<file path="src/rtl/multi_counter_pkg.sv">
// Shared definitions for the multi_counter slice.
//   MODE_WRAP     : on crossing a limit, keep the result modulo 2^BITS
//   MODE_SATURATE : on crossing a limit, clamp to 0 or 2^BITS-1
// Both modes raise the sticky flag of the channel that crossed.
package multi_counter_pkg;

  localparam int MODE_WRAP     = 0;
  localparam int MODE_SATURATE = 1;

  // Width of a channel index, at least one bit even for a single channel.
  function automatic int chan_idx_bits(input int channels);
    return (channels > 1) ? $clog2(channels) : 1;
  endfunction

endpackage

</file>
<file path="src/rtl/multi_counter_channel.sv">
// counter_channel: one up/down counter with sticky crossing flags.
// Ports:
//   clock, reset      : rising-edge clock, synchronous active-high reset
//   init              : clear the value (flags untouched)
//   load, load_value  : load this channel (flags untouched)
//   enable, up, step  : count by zero-extended step, up=1 adds, up=0 subtracts
//   clear_flags       : clear overflow/underflow unless a crossing happens now
//   value             : registered count
//   overflow/underflow: sticky crossing flags
//   at_max/at_min     : combinational limit indicators
// Priority per cycle: reset > init > load > count > hold.
module counter_channel
  import multi_counter_pkg::*;
#(
  parameter int BITS      = 8,
  parameter int STEP_BITS = 4,
  parameter int MODE      = MODE_WRAP
) (
  input  logic                 clock,
  input  logic                 reset,
  input  logic                 init,
  input  logic                 load,
  input  logic [BITS-1:0]      load_value,
  input  logic                 enable,
  input  logic                 up,
  input  logic [STEP_BITS-1:0] step,
  input  logic                 clear_flags,
  output logic [BITS-1:0]      value,
  output logic                 overflow,
  output logic                 underflow,
  output logic                 at_max,
  output logic                 at_min
);

  localparam logic [BITS-1:0] MAX_VALUE = {BITS{1'b1}};

  logic [BITS:0]   step_ext;
  logic [BITS:0]   result;
  logic            crossed;
  logic            counting;
  logic [BITS-1:0] count_value;
  logic [BITS-1:0] value_next;
  logic            overflow_next;
  logic            underflow_next;

  assign step_ext = (BITS+1)'(step);
  assign counting = enable && !init && !load;

  // At BITS+1 width the top bit marks a crossing in both directions:
  // an up sum above 2^BITS-1, or a down difference that went negative.
  // step <= 2^BITS-1 guarantees neither case can alias back.
  assign result  = up ? ({1'b0, value} + step_ext) : ({1'b0, value} - step_ext);
  assign crossed = counting && result[BITS];

  always_comb begin
    count_value = result[BITS-1:0];
    if (result[BITS] && (MODE == MODE_SATURATE)) begin
      count_value = up ? MAX_VALUE : '0;
    end
  end

  always_comb begin
    value_next = value;
    if (init) begin
      value_next = '0;
    end else if (load) begin
      value_next = load_value;
    end else if (enable) begin
      value_next = count_value;
    end
  end

  // A crossing in the same cycle as clear_flags wins.
  always_comb begin
    overflow_next  = overflow;
    underflow_next = underflow;
    if (clear_flags) begin
      overflow_next  = 1'b0;
      underflow_next = 1'b0;
    end
    if (crossed && up) begin
      overflow_next = 1'b1;
    end
    if (crossed && !up) begin
      underflow_next = 1'b1;
    end
  end

  always_ff @(posedge clock) begin
    if (reset) begin
      value     <= '0;
      overflow  <= 1'b0;
      underflow <= 1'b0;
    end else begin
      value     <= value_next;
      overflow  <= overflow_next;
      underflow <= underflow_next;
    end
  end

  assign at_max = (value == MAX_VALUE);
  assign at_min = (value == '0);

endmodule

</file>
<file path="src/rtl/multi_counter.sv">
// multi_counter: CHANNELS independent up/down counters sharing a step,
// an init, a load bus and a flag clear.
// Ports:
//   clock, reset       : rising-edge clock, synchronous active-high reset
//   i_init             : clear all channel values
//   i_enable, i_inc_dec: per-channel enable and direction (1 = up)
//   i_step             : shared step magnitude
//   i_load, i_load_chan, i_load_value : load one channel; an index
//                        outside 0..CHANNELS-1 loads nothing
//   i_clear_flags      : clear all sticky flags
//   o_value            : channel n at [n*BITS +: BITS]
//   o_overflow/o_underflow : sticky crossing flags
//   o_at_max/o_at_min  : per-channel limit indicators
module multi_counter
  import multi_counter_pkg::*;
#(
  parameter int BITS      = 8,
  parameter int CHANNELS  = 4,
  parameter int STEP_BITS = 4,
  parameter int MODE      = MODE_WRAP,
  localparam int LCW      = chan_idx_bits(CHANNELS)
) (
  input  logic                     clock,
  input  logic                     reset,
  input  logic                     i_init,
  input  logic [CHANNELS-1:0]      i_enable,
  input  logic [CHANNELS-1:0]      i_inc_dec,
  input  logic [STEP_BITS-1:0]     i_step,
  input  logic                     i_load,
  input  logic [LCW-1:0]           i_load_chan,
  input  logic [BITS-1:0]          i_load_value,
  input  logic                     i_clear_flags,
  output logic [CHANNELS*BITS-1:0] o_value,
  output logic [CHANNELS-1:0]      o_overflow,
  output logic [CHANNELS-1:0]      o_underflow,
  output logic [CHANNELS-1:0]      o_at_max,
  output logic [CHANNELS-1:0]      o_at_min
);

  for (genvar n = 0; n < CHANNELS; n++) begin : g_chan
    logic load_hit;
    assign load_hit = i_load && (i_load_chan == LCW'(n));

    counter_channel #(
      .BITS      (BITS),
      .STEP_BITS (STEP_BITS),
      .MODE      (MODE)
    ) u_chan (
      .clock       (clock),
      .reset       (reset),
      .init        (i_init),
      .load        (load_hit),
      .load_value  (i_load_value),
      .enable      (i_enable[n]),
      .up          (i_inc_dec[n]),
      .step        (i_step),
      .clear_flags (i_clear_flags),
      .value       (o_value[n*BITS +: BITS]),
      .overflow    (o_overflow[n]),
      .underflow   (o_underflow[n]),
      .at_max      (o_at_max[n]),
      .at_min      (o_at_min[n])
    );
  end

endmodule
</file>
<file path="config.mk">
export PLATFORM = sky130hd
export DESIGN_NAME = multi_counter
export DESIGN_NICKNAME = d
export VERILOG_FILES = /design/src/rtl/multi_counter_pkg.sv /design/src/rtl/multi_counter_channel.sv /design/src/rtl/multi_counter.sv
export SDC_FILE = /design/constraint.sdc
export NUM_CORES = 1
export LEC_CHECK = 0
export CAP_MARGIN = 20
export CORE_ASPECT_RATIO = 1.25
export CORE_MARGIN = 2
export CORE_UTILIZATION = 45
export DETAILED_ROUTE_END_ITERATION = 12
export DONT_BUFFER_PORTS = 1
export PLACE_DENSITY = 0.59
export REMOVE_ABC_BUFFERS = 1
export SYNTH_ARGS = -nofsm -noshare
export SYNTH_HDL_FRONTEND = slang
export SYNTH_SLANG_ARGS = --single-unit
</file>
<file path="constraint.sdc">
create_clock -name clock -period 3 [get_ports clock]
set_input_delay 0.15 -clock clock [delete_from_list [all_inputs] [get_ports clock]]
set_output_delay 0.15 -clock clock [all_outputs]
set_load 0.005 [all_outputs]
</file>
==> flow_summary.json, run 1 <==
{
  "post-route-min-period_ns": 2.25,
  "synthXorXnorAreaFrac": 0.0535,
  "p_switching_uw": 487,
  "ys_async_sr_fraction": 0,
  "grt_use_total": 0.244,
  "synth_top_family_by_area": "compound AO/OA/AOI/OAI gates",
  "met3_usage": 0.0556,
  "switching_share": 0.338,
  "ys_ff_latch": 40,
  "dieArea_um2": 8740,
  "crit_arrival_ns": 2.48,
  "cts_tree": "built",
  "use_met2": 0.390,
  "drtPass1Iterations": 4,
  "drive_above_1_share": 0.0782,
  "synth-simple-area-share": 0.205,
  "drt_iter0_drc": 191,
  "grt_pass1_vias": 3164,
  "ant_nets": 0,
  "dp_hpwl_um": 8160,
  "timing.fmax_mhz": 445,
  "postCtsSetupBuffers": 0,
  "hold_class": "in -> reg",
  "maxCapViolCount": 0,
  "clock_skew_ns": 0.0101,
  "io_buffers": 0,
  "route.detailed.drc": 0,
  "leakagePower_nw": 1.51,
  "synthMuxAreaShare": 0.0615,
  "insertedDiodeCount": 0,
  "nets": 486,
  "top_usage_layer": "met2",
  "routed_wl_um": 10800,
  "core_um2": 7790,
  "yosys.area.top_type": "dfxtp_1",
  "antenna_found_initial": 0,
  "rows": 36,
  "synth-warning-count": 0,
  "power_mw": 1.44,
  "run_status": "complete, no violations",
  "ys_seq_area_frac": 0.222,
  "cp-end-kind": "flip-flop",
  "synth_top_area_frac": 0.222,
  "worst_pin_slew_ns": 0.691,
  "setup-tns-final_ns": 0,
  "grt_max_degree": 21,
  "slew_viol_final": 0,
  "synth_common_cells": "nor2_1, dfxtp_1, a21oi_1, ha_1, o21ai_0",
  "yosysMostFrequentCell": "nor2_1",
  "min_path_cells": 2,
  "clkTransAtPathRegs_ns": 0.09,
  "synth_cells": 439,
  "area_delta_synth_final_pct": 2.99,
  "rsz0062_at_grt": "false",
  "chipHeight_um": 104,
  "clock_sinks": 40,
  "synth-edff-count": 0,
  "r2r_setup_slack_ns": 0.79,
  "irDropWorstVdd_uv": 201,
  "post_cts_resized": 0,
  "htreeDepth": 2,
  "die_w_um": 84.0,
  "clock_path_buffers": 2,
  "ios": 75,
  "r2r_cells": 7,
  "finalHoldViolations": 0,
  "grt_overflow_total": 0,
  "clockPowerShare": 0.273,
  "finalSetupViolCount": 0,
  "synth-adder-area-share": 0.140,
  "start_util": 0.462,
  "setup.worst_path.class": "in -> reg",
  "ys.flop_type": "dfxtp_1",
  "start_kind": "primary input",
  "num_vias": 3277,
  "cts_inserted_buffers": 5,
  "root_buffer": "clkbuf_8",
  "cp_max_fo": 7,
  "via_per_inst": 6.34,
  "syn-cell-area_um2": 3600,
  "synth_cell_types": 51,
  "worstPathRequired_ns": 3.23,
  "synth_compound_area_frac": 0.258,
  "relSlewSlack": 0.538,
  "pwr-share-comb": 0.308,
  "gp_congestion": 0.943,
  "grt_pass1_wl_um": 17100,
  "ys_top_cells_by_area": "dfxtp_1, ha_1, nor2_1, a21oi_1, a211oi_1",
  "p_per_area_nw_per_um2": 389,
  "power.internal_uw": 955,
  "clock_latency_ns": 0.30,
  "wl_per_cell_um": 20.9,
  "use_met1": 0.316,
  "p_seq_frac": 0.419,
  "syn_avg_cell_area_um2": 8.21,
  "period_share": 0.750
}
==> worst max-delay path, stage by stage <==
cell and delay [ns]:
inv_1 0.03, ha_1 0.23, nor3b_4 0.36, buf_4 0.21
nor2_1 0.07, ha_1 0.35, o21a_1 0.19, and2_4 0.15
a221oi_2 0.06, or4b_1 0.50, a21oi_1 0.17
==> cells in the final DEF (no fill, tap or decap), drive strengths merged, types with 6 or more instances in the layout <==
master and instances:
a211oi 24, a21o 8, a21oi 34, clkbuf 7, dfxtp 40, dlygate4sd3 6, ha 34, inv 7
mux2 9, mux2i 12, nand2 11, nand2b 11, nand3 6, nand4 8, nor2 51, nor3b 7
o21ai 32, o22ai 13, or4 8, xnor2 10, xor2 12
==> metrics by stage <==
stage               std cells  utilization  worst slack (ns)  hold WS (ns)  instance area [um^2]
detailed placement        503        0.456             0.462         0.223                  3560
global placement          503        0.456             0.573         0.221                  3560
floorplan                 405            -             0.739         0.219                  3410
finish                    517        0.476             0.751        0.0105                  3710
CTS                       517        0.476             0.776       0.00403                  3710
global route              517        0.476             0.507        0.0109                  3710
==> flip-flops by register name, indices dropped and copies added, names as in the netlist <==
| name | flops |
|---|---|
| g_chan.u_chan.underflow | 4 |
| g_chan.u_chan.value | 32 |
| g_chan.u_chan.overflow | 4 |
==> cell type report <==
type | count | area, um^2
Fill cell | 781 | 4080
Multi-Input combinational cell | 358 | 2590
Sequential cell | 40 | 801
Tap cell | 95 | 119
Clock buffer | 7 | 86.3
Timing Repair Buffer | 9 | 82.6
Inverter | 7 | 26.3
Clock inverter | 1 | 7.51
==> metal layers <==
metal,vias to the layer above,share of wire
li1,1608,-
met1,1522,0.44
met2,124,0.46
met3,23,0.065
met4,0,0.036
met5,-,0
==> power by group through the flow <==
stage	logic [mW]	registers, mW	clock network [mW]
6_report	0.445	0.603	0.393
4_1_cts	0.444	0.604	0.405
3_3_place_gp	0.429	0.616	0
3_5_place_dp	0.434	0.617	0
2_1_floorplan	0.356	0.600	0
5_1_grt	0.500	0.609	0.424
==> kinds of logic (layout without fill, tap and decap cells) <==
family          count (synthesis)  after routing
fa+ha+maj                      38             38
simple gates                  134            134
flops                          40             40
mux                            21             21
compound gates                143            143
buf+inv                        41             24
xor+xnor                       22             22
==> worst paths after layout <==
check	endpoint	from
worst min register to register	g_chan[3].u_chan.underflow$_SDFFE_PP0P_	g_chan[3].u_chan.underflow$_SDFFE_PP0P_
worst min-delay path	g_chan[3].u_chan.value[2]$_SDFFE_PP0P_	i_load_value[2]
worst max register to register	g_chan[1].u_chan.value[6]$_SDFFE_PP0P_	g_chan[1].u_chan.value[0]$_SDFFE_PP0P_
worst max-delay path	g_chan[1].u_chan.overflow$_SDFFE_PP0P_	i_step[0]
==> timing repair <==
action,in CTS,in global routing
hold endpoints to repair,10,0
endpoints found under the setup margin,0,0
hold buffers,6,0
No activity file was read; power rests on OpenSTA's default activity.
==> run 2: changes to the inputs <==
Settings changed: ABC_AREA set to 1.
Clock period 3 ns to 2.4 ns, I/O delays scaled along.
==> run 2 against run 1 <==
  * Final cell count up 37%
  * Clock skew down 0.0037 ns
  * Critical path depth down 3
  * Count of clock-buffer cells in the layout down 1
  * Non-clock buffer count down 1
  * First-iteration DRC count down 3.1%
  * Routed wire length up 7.7%
  * Synthesized cell count up 41%
  * Sequential power up 23%
  * Worst setup slack worse by 0.23 ns
  * Critical endpoint is now g_chan[3].u_chan.value[4]$_SDFFE_PP0P_
  * Largest cell class unchanged
==> flow_summary.json, run 2 <==
{
  "run_status": "complete, no violations",
  "power.internal_mw": 1.20,
  "synthMuxAreaShare": 0,
  "hold_class": "in -> reg",
  "largest_reg_flops": 32,
  "insertedDiodeCount": 0,
  "post-route-min-period_ns": 1.88,
  "path_cells": "ha_1 > fa_1 > nand2_1 > nand2_1 > and2_1 > or2_2 > nand3_1 > a21oi_1",
  "switching_share": 0.346,
  "clock_sinks": 40,
  "slowest_delay_ns": 0.39,
  "ant_nets": 0,
  "ys_ff_latch": 40,
  "nets": 673,
  "layout_common_cells": "nand2_1, inv_1, nand3_1, dfxtp_1, nor2_1",
  "synth_common_cells": "nand2_1, inv_1, nand3_1, dfxtp_1, nor2_1",
  "clockPowerShare": 0.314,
  "via_per_inst": 5.36,
  "num_vias": 3799,
  "synth-edff-count": 0,
  "ys_seq_area_frac": 0.204,
  "yosysMostFrequentCell": "nand2_1",
  "wl_per_cell_um": 16.4,
  "final_cells": 709,
  "area_delta_synth_final_pct": 3.61,
  "worstPathRequired_ns": 2.56,
  "io_buffers": 0,
  "chipHeight_um": 108,
  "grt_use_total": 0.253,
  "setup-tns-final_ns": 0,
  "ys_top_cells_by_area": "dfxtp_1, nand2_1, inv_1, ha_1, nand3_1",
  "postCtsHoldBufs": 8,
  "cp_max_fo": 4,
  "grt_max_degree": 24,
  "largest_register": "g_chan.u_chan.value",
  "leakagePower_nw": 2.09,
  "setup.worst_path.class": "reg -> reg",
  "cts_tree": "built",
  "cp_slowest_cell": "dfxtp_1",
  "die_w_um": 87.5,
  "synth-adder-area-share": 0.129,
  "layout_commonest_cell": "nand2_1",
  "regToRegEndpoint": "g_chan[3].u_chan.value[4]$_SDFFE_PP0P_",
  "core_um2": 8560,
  "route.detailed.drc": 0,
  "cts_inserted_buffers": 5,
  "clkTransAtPathRegs_ns": 0.09,
  "cp-end-kind": "flip-flop",
  "synth-simple-area-share": 0.359,
  "clock_latency_ns": 0.31,
  "post_cts_resized": 0,
  "worst_pin_slew_ns": 0.882,
  "syn-cell-area_um2": 3920,
  "synth_top_family_by_area": "simple AND/OR/NAND/NOR gates",
  "crit_path_end": "g_chan[3].u_chan.value[4]$_SDFFE_PP0P_",
  "maxCapViolCount": 0,
  "rsz0062_at_grt": "false",
  "grt_overflow_total": 0,
  "dieArea_um2": 9480,
  "drt_iter0_drc": 185,
  "htreeDepth": 2,
  "rows": 38,
  "relSlewSlack": 0.411,
  "synth_top_area_frac": 0.204,
  "timing.fmax_mhz": 533,
  "clock_skew_ns": 0.00645,
  "yosys.area.top_type": "dfxtp_1",
  "clock_path_buffers": 2,
  "p_switching_uw": 636,
  "p_seq_frac": 0.403,
  "reg2reg_from": "g_chan[3].u_chan.value[0]$_SDFFE_PP0P_",
  "start_util": 0.458,
  "r2r_setup_slack_ns": 0.52,
  "reg.largest.list": "g_chan.u_chan.value x32, g_chan.u_chan.overflow x4, g_chan.u_chan.underflow x4",
  "finalHoldViolations": 0,
  "synth_cells": 618,
  "finalSetupViolCount": 0,
  "postCtsSetupBuffers": 0,
  "grt_pass1_vias": 3604,
  "synth-warning-count": 0,
  "drive_above_1_share": 0.0575,
  "drtPass1Iterations": 4,
  "critPathLaunch": "g_chan[3].u_chan.value[0]$_SDFFE_PP0P_",
  "synthXorXnorAreaFrac": 0.0134,
  "syn_avg_cell_area_um2": 6.34,
  "root_buffer": "clkbuf_8",
  "slew_viol_final": 0,
  "routed_wl_um": 11600,
  "gp_congestion": 0.928,
  "r2r_cells": 8,
  "crit_arrival_ns": 2.04,
  "period_share": 0.782,
  "irDropWorstVdd_uv": 229,
  "ys.flop_type": "dfxtp_1",
  "synth_cell_types": 37,
  "synth_compound_area_frac": 0.126,
  "ys_async_sr_fraction": 0,
  "dp_hpwl_um": 9100,
  "antenna_found_initial": 0,
  "p_per_area_nw_per_um2": 452,
  "start_kind": "flip-flop",
  "pwr-share-comb": 0.284,
  "ios": 75,
  "grt_pass1_wl_um": 18200,
  "dp_cells": 693,
  "cpMostUsedCell": "nand2_1"
}
run 2: metal layers:
layer | share of wire | global-route usage | vias up | wire length (um)
met2 | 0.50 | 0.431 | 77 | 5770
li1 | - | - | 1961 | -
met4 | 0.046 | 0.138 | 0 | 535
met1 | 0.40 | 0.285 | 1732 | 4690
met3 | 0.054 | 0.0634 | 29 | 624
met5 | 0 | 0 | - | 0
run 2: metrics by stage:
stage | hold slack, ns | cell area (um^2) | power, mW | setup WS [ns] | util
floorplan | 0.189 | 3750 | 1.14 | 0.540 | -
detailed placement | 0.192 | 3870 | 1.26 | 0.232 | 0.452
global route | 0.0166 | 4060 | 1.96 | 0.338 | 0.474
finish | 0.0128 | 4060 | 1.84 | 0.524 | 0.474
global placement | 0.191 | 3870 | 1.25 | 0.251 | 0.452
CTS | 0.00355 | 4060 | 1.85 | 0.524 | 0.474
run 2: kinds of logic (layout without fill, tap and decap cells):
family                     after synthesis  after routing
and+or+nand+nor                        294            294
adders and majority gates               38             38
buffers and inverters                  154            145
xor gates and xnor gates                 6              6
AOI/OAI and AO/OA                       86             86
DFF                                     40             40
run 2: layout make-up:
type	instances	area (um^2)
inverters	129	487
clock buffers	6	72.6
fillers	902	4500
flip-flops and latches	40	801
multi-input cells	424	2460
well taps	100	125
repair buffers	8	80.1
clock inverters	2	35.0
run 2: critical path: cells and delay by family, from the launching register on:
kind	cells	cell delay [ns]
flops	1	0.39
fa+ha+maj	2	0.62
compound gates	1	0.06
simple gates	5	0.66
run 2: worst min path at each step:
stage	start	end	depth (start not counted)
floorplan	reset	g_chan[0].u_chan.overflow$_SDFFE_PP0P_	1
global placement	reset	g_chan[3].u_chan.underflow$_SDFFE_PP0P_	1
detailed placement	reset	g_chan[3].u_chan.underflow$_SDFFE_PP0P_	1
CTS	i_init	g_chan[0].u_chan.value[1]$_SDFFE_PP0P_	3
global route	i_init	g_chan[0].u_chan.value[1]$_SDFFE_PP0P_	3
finish	i_init	g_chan[0].u_chan.value[1]$_SDFFE_PP0P_	3
run 2: power by group through the flow:
stage | combinational (mW) | clock, mW | sequential [mW]
6_report | 0.521 | 0.576 | 0.739
5_1_grt | 0.599 | 0.618 | 0.745
4_1_cts | 0.521 | 0.593 | 0.740
3_5_place_dp | 0.501 | 0 | 0.756
2_1_floorplan | 0.399 | 0 | 0.738
3_3_place_gp | 0.494 | 0 | 0.755
